**config.mk**
```make
export PLATFORM = sky130hd
export DESIGN_NAME = ysyx_25020037_mem_arbiter
export DESIGN_NICKNAME = d
export VERILOG_FILES = /design/src/rtl/ysyx_25020037_mem_arbiter_pkg.sv /design/src/rtl/ysyx_25020037_rr_arb2.sv /design/src/rtl/ysyx_25020037_mem_arbiter.sv
export SDC_FILE = /design/constraint.sdc
export NUM_CORES = 1
export LEC_CHECK = 0
export ABC_AREA = 1
export CAP_MARGIN = 20
export CORE_AREA = 2 2 108 110
export CTS_BUF_LIST = sky130_fd_sc_hd__clkbuf_4 sky130_fd_sc_hd__clkbuf_8 sky130_fd_sc_hd__clkbuf_16
export CTS_CLUSTER_SIZE = 25
export DETAILED_ROUTE_END_ITERATION = 8
export DIE_AREA = 0 0 110 112
export PLACE_DENSITY = 0.82
export SYNTH_ARGS = -nofsm -noshare
export SYNTH_HDL_FRONTEND = slang
export SYNTH_HIERARCHICAL = 1
export SYNTH_SLANG_ARGS = --single-unit
```
**constraint.sdc**
```tcl
create_clock -name clk -period 3.9 [get_ports clk]
set_input_delay 0.78 -clock clk [delete_from_list [all_inputs] [get_ports clk]]
set_output_delay 0.78 -clock clk [all_outputs]
set_load 0.1 [all_outputs]
```
**src/rtl/ysyx_25020037_mem_arbiter_pkg.sv**
```systemverilog
// Shared encodings for the I/D memory-port arbiter.
package ysyx_25020037_pkg;

    // Arbiter FSM state encoding
    typedef enum logic [1:0] {
        IDLE    = 2'b00,
        GRANT_I = 2'b01,
        GRANT_D = 2'b10
    } state_t;

    // Requester identifiers used by the last-grant register
    localparam logic REQ_I = 1'b0;
    localparam logic REQ_D = 1'b1;

endpackage

```
**src/rtl/ysyx_25020037_rr_arb2.sv**
```systemverilog
// Two-input round-robin pick with a last-grant register; only picks when enabled.
module ysyx_25020037_rr_arb2 (
    input  logic clk,
    input  logic rst,
    input  logic en,
    input  logic req_i,
    input  logic req_d,
    output logic gnt_i_c,
    output logic gnt_d_c
);
    import ysyx_25020037_pkg::*;

    logic last_grant;

    // On a tie the side that did not win last time is picked
    always_comb begin
        gnt_i_c = en && req_i && (!req_d || (last_grant == REQ_D));
        gnt_d_c = en && req_d && (!req_i || (last_grant == REQ_I));
    end

    // Remember the winner; reset favours I on the first tie
    always_ff @(posedge clk or negedge rst) begin
        if (!rst) begin
            last_grant <= REQ_D;
        end else if (gnt_i_c) begin
            last_grant <= REQ_I;
        end else if (gnt_d_c) begin
            last_grant <= REQ_D;
        end
    end

endmodule

```
**src/rtl/ysyx_25020037_mem_arbiter.sv**
```systemverilog
// Shares the core memory port between icache refill (I) and LSU (D); one outstanding transaction.
module ysyx_25020037_mem_arbiter #(
    parameter int unsigned ADDR_WIDTH = 32,
    parameter int unsigned DATA_WIDTH = 32,
    parameter int unsigned TIMEOUT    = 256
) (
    input  logic                      clk,
    input  logic                      rst,
    input  logic                      i_req,
    input  logic [ADDR_WIDTH-1:0]     i_addr,
    output logic [DATA_WIDTH-1:0]     i_rdata,
    output logic                      i_ready,
    output logic                      i_err,
    input  logic                      d_req,
    input  logic [ADDR_WIDTH-1:0]     d_addr,
    input  logic                      d_wen,
    input  logic [DATA_WIDTH-1:0]     d_wdata,
    input  logic [DATA_WIDTH/8-1:0]   d_wmask,
    output logic [DATA_WIDTH-1:0]     d_rdata,
    output logic                      d_ready,
    output logic                      d_err,
    output logic                      m_req,
    output logic [ADDR_WIDTH-1:0]     m_addr,
    output logic                      m_wen,
    output logic [DATA_WIDTH-1:0]     m_wdata,
    output logic [DATA_WIDTH/8-1:0]   m_wmask,
    input  logic [DATA_WIDTH-1:0]     m_rdata,
    input  logic                      m_ready
);
    import ysyx_25020037_pkg::*;

    localparam int unsigned STRB_W = DATA_WIDTH / 8;
    localparam int unsigned CNT_W  = (TIMEOUT > 1) ? $clog2(TIMEOUT) : 1;

    state_t           state;
    logic [CNT_W-1:0] cnt;
    logic             gnt_i_c;
    logic             gnt_d_c;
    logic             timeout_hit_c;
    logic             in_gi_c;
    logic             in_gd_c;

    ysyx_25020037_rr_arb2 u_rr (
        .clk     (clk),
        .rst     (rst),
        .en      (state == IDLE),
        .req_i   (i_req),
        .req_d   (d_req),
        .gnt_i_c (gnt_i_c),
        .gnt_d_c (gnt_d_c)
    );

    // Timeout fires on the last allowed grant cycle unless m_ready arrives with it
    always_comb begin
        in_gi_c       = (state == GRANT_I);
        in_gd_c       = (state == GRANT_D);
        timeout_hit_c = (TIMEOUT != 0) && (in_gi_c || in_gd_c) && !m_ready
                        && (cnt == CNT_W'(TIMEOUT - 1));
    end

    // Combinational response steering to the granted side only
    always_comb begin
        i_ready = in_gi_c && (m_ready || timeout_hit_c);
        i_err   = in_gi_c && timeout_hit_c;
        i_rdata = (in_gi_c && m_ready) ? m_rdata : '0;
        d_ready = in_gd_c && (m_ready || timeout_hit_c);
        d_err   = in_gd_c && timeout_hit_c;
        d_rdata = (in_gd_c && m_ready) ? m_rdata : '0;
    end

    // FSM, timeout counter and registered downstream request path
    always_ff @(posedge clk or negedge rst) begin
        if (!rst) begin
            state   <= IDLE;
            cnt     <= '0;
            m_req   <= 1'b0;
            m_addr  <= '0;
            m_wen   <= 1'b0;
            m_wdata <= '0;
            m_wmask <= '0;
        end else begin
            case (state)
                IDLE: begin
                    if (gnt_i_c) begin
                        state   <= GRANT_I;
                        cnt     <= '0;
                        m_req   <= 1'b1;
                        m_addr  <= i_addr;
                        m_wen   <= 1'b0;
                        m_wdata <= '0;
                        m_wmask <= STRB_W'(0);
                    end else if (gnt_d_c) begin
                        state   <= GRANT_D;
                        cnt     <= '0;
                        m_req   <= 1'b1;
                        m_addr  <= d_addr;
                        m_wen   <= d_wen;
                        m_wdata <= d_wdata;
                        m_wmask <= d_wmask;
                    end
                end
                GRANT_I, GRANT_D: begin
                    if (m_ready || timeout_hit_c) begin
                        state <= IDLE;
                        cnt   <= '0;
                        m_req <= 1'b0;
                    end else begin
                        cnt <= cnt + CNT_W'(1);
                    end
                end
                default: begin
                    state <= IDLE;
                    m_req <= 1'b0;
                end
            endcase
        end
    end

endmodule

```
Word-level counts from Yosys, hierarchy flattened
Index checks and enable logic that the tools add are counted.
- bits in registers: 81
- bits of input ports: 138
- output and inout port bits: 138
- word-level logic and storage cells: 64
- muxes and demuxes: 23
- eq/ne operators: 5
- bitwise logic cells: 1
- add/subtract/negate cells: 1
- reduce and logical (&&, ||, !) cells: 26
- operators with widths (operator ; count):
    32-bit 2-to-1 mux ; 6
    8-bit 2-to-1 mux ; 3
    8-bit one-hot mux with 2 select lines ; 1
    1-bit logical AND ; 12
    8-bit by 1-bit adder with 8-bit output (second input constant) ; 1
    8-bit equality test (second input constant) ; 1
    4-bit 2-to-1 mux ; 2
    1-bit 2-to-1 mux ; 6
    2-bit 2-to-1 mux ; 3
    2-bit AND reduction ; 3
    1-bit logical OR ; 4
    2-bit one-hot mux with 2 select lines ; 1
    2-bit nonzero test ; 2
    1-bit logical NOT ; 3
    3-bit != test (second input constant) ; 1
    2-bit by 1-bit equality test with 1-bit output (second input constant) ; 1
    2-bit equality test (second input constant) ; 1
    2-bit logical NOT ; 1
    2-bit != test (second input constant) ; 1
    1-bit one-hot mux with 2 select lines ; 1
    2-bit OR reduction ; 1
    1-bit inverter ; 1

Depth between registers and ports, before layout
- depth after elaboration: 7
- depth in mapped cells: 12
- gate-level depth less buffers: 12

Modules after synthesis
The synthesis kept the hierarchy.
- modules (own cells, without submodules) (module ; sequential area each (um^2) ; area an instance (um^2) ; cells an instance ; times used):
    ysyx_25020037_mem_arbiter ; 2001.9 ; 3880.0 ; 469 ; 1
    ysyx_25020037_rr_arb2 ; 26.3 ; 65.1 ; 11 ; 1

Least setup slack after synthesis
No wires, ideal clock.
- path type: input port to output port
- from: in m_ready
- to: out d_ready
- stages on the path: 3
- buffers on the path: 0
- arrival time: 3179 ps
- data required time: 3120 ps
- setup slack: -59 ps
- path through: nor2_1 -> nand3_1 -> o21ai_0
- longest elaborated chain between the ends: 5
- ends and longest elaborated chain (element ; RTL line ; source):
    start: declaration ; ysyx_25020037_mem_arbiter.sv:28 ; input logic m_ready
    1-bit logical NOT ; ysyx_25020037_mem_arbiter.sv:57 ; timeout_hit_c = (TIMEOUT != 0) && (in_gi_c || in_gd_c) && !m_ready
    1-bit logical AND ; ysyx_25020037_mem_arbiter.sv:57 ;
    1-bit logical AND ; ysyx_25020037_mem_arbiter.sv:58 ; && (cnt == CNT_W'(TIMEOUT - 1));
    1-bit logical OR (*) ; ysyx_25020037_mem_arbiter.sv:66 ; d_ready = in_gd_c && (m_ready || timeout_hit_c);
    1-bit logical AND (*) ; ysyx_25020037_mem_arbiter.sv:66 ;
    end: declaration ; ysyx_25020037_mem_arbiter.sv:20 ; output logic d_ready,
Every way passes the cells marked *; elsewhere a longest branch is shown, timed or not.

Worst setup path after layout
- from: in m_ready
- to: out i_ready
- longest elaborated chain between the ends: 5
- ends and longest elaborated chain (element ; RTL line ; source):
    1-bit logical NOT ; ysyx_25020037_mem_arbiter.sv:57 ;
    1-bit logical AND ; ysyx_25020037_mem_arbiter.sv:57 ;
    1-bit logical AND ; ysyx_25020037_mem_arbiter.sv:58 ;
    1-bit logical OR (*) ; ysyx_25020037_mem_arbiter.sv:63 ; i_ready = in_gi_c && (m_ready || timeout_hit_c);
    1-bit logical AND (*) ; ysyx_25020037_mem_arbiter.sv:63 ;
    end: declaration ; ysyx_25020037_mem_arbiter.sv:12 ; output logic i_ready,
Marks and branches as above.

==> metrics.md <==
| Metric | Value |
|---|---|
| Number of port buffers | `275` |
| Status | `finished, final reports clean` |
| Die X | `around 110 um` |
| Vias post-DR | `around 4,200` |
| Cell Chain, Critical Path | `clkdlybuf4s50_1 -> nor2_1 -> nand3_1 -> o21ai_0 -> buf_12` |
| Sum Neg Setup Slack | `0 ns` |
| Clock root cell | `clkbuf_16` |
| Synth cell count leaders | `117 x nor2_1, 108 x nand2_1, 80 x dfrtp_1` |
| Area growth syn-to-layout | `96.2%` |
| WS Path Type | `primary input to primary output` |
| Dpl hpwl | `10,500 um` |
| Max Root-Sink Buffers | `2` |
| Routability cong. | `~0.8` |
| Final #Nets | `slightly below 900` |
| Clk_lat worst skew | `about 0.34 ns` |
| Asr flop ratio synth | `100%` |
| Synth area leaders | `dfrtp_1 51%, nor2_1 11%, nand2_1 10%` |
| Max-Cap Viols | `0` |
| Seq pwr share | `a little under a fifth` |
| Vias in the first global route | `4,360` |
| R2R depth | `8` |
| Synth area leader | `dfrtp_1` |
| Routed Antenna Nets | `0` |
| Cells after Synth | `480` |
| Top achievable clock speed | `between 0.3 and 0.4 GHz` |
| Die H | `~110 um` |
| Worst Path Required | `3.12 ns` |
| Leakage power | `around 3.5 nW` |
| 1st-pass router iterations | `4` |
| Most used DFF post-synth | `dfrtp_1` |
| Yosys warns | `6` |
| TritonCTS clock tree | `built` |
| Clock share of power | `12.0%` |
| Register area | `2030 um2` |
| Switching fraction of total power | `58.8%` |
| Slowest stage delay, CP | `~0.44 ns` |
| Slowest cell on crit path | `clkdlybuf4s50_1` |
| Final setup vio count | `0` |
| Clk sinks | `about 80` |
| Largest net degree at the start of global routing | `82` |
| NetSw | `about 4.2 mW` |
| Maximum vdd drop | `between 0.6 and 0.7 mV` |
| First DRT Iteration DRCs | `232` |
| Avg Inst Size Synth | `between 8 and 9 um2` |
| Critical Path Source Type | `primary input` |
| # Post-CTS Setup Buffers | `0` |
| CP endpoint kind | `primary output` |
| Global-route wire length before repair | `approximately 21,000 um` |
| Most common cell in the synthesized netlist | `nor2_1` |
| Synthesized flop and latch total | `81` |
| Relative slew slack | `between 30 and 40%` |
| Top-level I/O count | `between 200 and 300` |
| Total grt overflow | `0` |
| Clock-pin slew on the worst setup and hold paths | `approximately 0.060 ns` |
| Final Critical Period | `around 2.9 ns` |
| Critical path launch point | `m_ready` |
| Core area | `roughly 11,000 um2` |
| Final period util | `around three quarters` |
| Reg2reg end | `m_wdata[11]` |
| Post-layout util | `between 60% and 70%` |
| Post-Route WL | `13,100 um` |
| Critical Path AT | `about 2.1 ns` |
| Final Skew | `about 0.011 ns` |
| Yosys top cell area share | `50.7%` |
| EDFF count, synth | `0` |
| Wirelength per Cell | `~15 um` |
| Ratio of cells with drive above 1 in the final layout | `a little over an eighth` |
| Critical Path End | `i_ready` |
| Endpoints failing hold | `0` |
| Starting density of the core | `about a third` |
| R2R Setup Slk | `around 1.5 ns` |
| Netlist cell types | `20` |
| CP Max Fanout | `4` |
| Least-Margin Pin Slew | `1.01 ns` |
| Worst min path class | `primary input to asynchronous set/reset pin` |
| Mapped cell area | `just under 4000 um2` |
| CTS buffer count | `9` |
| Filler cells | `829` |
| Total GRT Usage | `a little over a fifth` |
| Vias per cell | `~4.7` |
| Number of H-tree levels | `3` |
| Initial antenna violation count | `1` |
| # DRC | `0` |
| Hold-fix buffers, CTS | `0` |
| Sequential fraction of the synthesis area | `roughly half` |
| Syn_nets | `slightly above 600` |
| Post-CTS Resized | `0` |
| Die ar. | `about 12,000 um2` |
| Int Pwr | `about 2.9 mW` |
| Final Max Tran Viols | `0` |
| RSZ-0062 raised after global routing | `no` |
| Core Rows | `39` |
| Comb power frac | `between 60% and 70%` |
| Area used by multi-input combinational logic | `1540 um2` |
| Power per cell area | `919 nW/um2` |
| Worst reg2reg startpoint | `state[0]` |
==> layer usage <==
layer  GRT usage [%]  up-vias  routed length, um
met5               0        -                  0
met4            8.69        0                284
met3            6.73       16               1240
met2            41.2      176               7250
met1            21.0     1980               4360
li1                -     2064                  -
==> area by class of cell <==
type                            count  area share (%)
Timing Repair Buffer              281            45.0
Tap cell                          143            2.31
Clock inverter                      7            1.00
Inverter                           54            2.62
Antenna cell                        1          0.0323
Clock buffer                        9            2.91
Sequential cell                    81            26.2
Multi-Input combinational cell    318            19.9
==> placed cells by master, fill, tap and decap left out, drive strengths merged <==
| cell type | n |
|---|---|
| nand2 | 109 |
| ha | 4 |
| clkinv | 1 |
| a22o | 37 |
| o21ai | 8 |
| nand4 | 2 |
| inv | 56 |
| nand3 | 7 |
| dfrtp | 80 |
| clkbuf | 9 |
| bufinv | 1 |
| nor2 | 117 |
| a31oi | 32 |
| a21oi | 1 |
| diode | 1 |
| clkinvlp | 3 |
| dfstp | 1 |
| a21boi | 1 |
| buf | 75 |
| clkdlybuf4s50 | 206 |
==> kinds of logic after synthesis <==
group / synth area share, %
and+or+nand+nor: 22.8
buffers and inverters: 9.64
DFF: 51.4
AOI/OAI and AO/OA: 14.9
adders and majority gates: 1.27
==> registers in the layout, indices dropped and copies added, names as in the netlist <==
signal / count
cnt: 8
m_addr: 32
m_req: 1
m_wdata: 32
m_wen: 1
m_wmask: 4
state: 2
u_rr/last_grant: 1
==> worst min-delay path by stage <==
stage,endpoint,depth (start not counted)
floorplan,u_rr/last_grant,2
global placement,u_rr/last_grant,2
detailed placement,m_req,2
CTS,m_req,2
global route,m_addr[11],1
finish,m_addr[5],1
==> power by group through the flow <==
| stage | registers, mW | clock network, mW | logic, mW |
|---|---|---|---|
| final | 1.36 | 0.852 | 4.90 |
| after global routing | 1.39 | 0.911 | 5.13 |
| after CTS | 1.36 | 0.868 | 4.93 |
| after floorplan | 3.46 | 0 | 1.56 |
| after global placement | 1.35 | 0 | 4.86 |
| after detailed placement | 1.37 | 0 | 4.92 |
==> metrics by stage <==
stage                     setup slack (ns)  area, um2  power (mW)  std cells  hold slack (ns)
after floorplan                    -0.0589       3950        5.02        480            0.454
after global placement               0.984       7410        6.21        876            0.463
after detailed placement             0.986       7410        6.28        876            0.468
after CTS                            0.986       7710        7.15        892            0.488
after global routing                 0.901       7740        7.43        894            0.265
final                                0.982       7740        7.11        894            0.263
==> critical path, delay by kind of cell <==
family	cells	cell delay, ns
AO/OA/AOI/OAI	1	0.35
buffers and inverters	2	0.67
AND/OR/NAND/NOR	2	0.33
No activity file was read; power rests on OpenSTA's default activity.
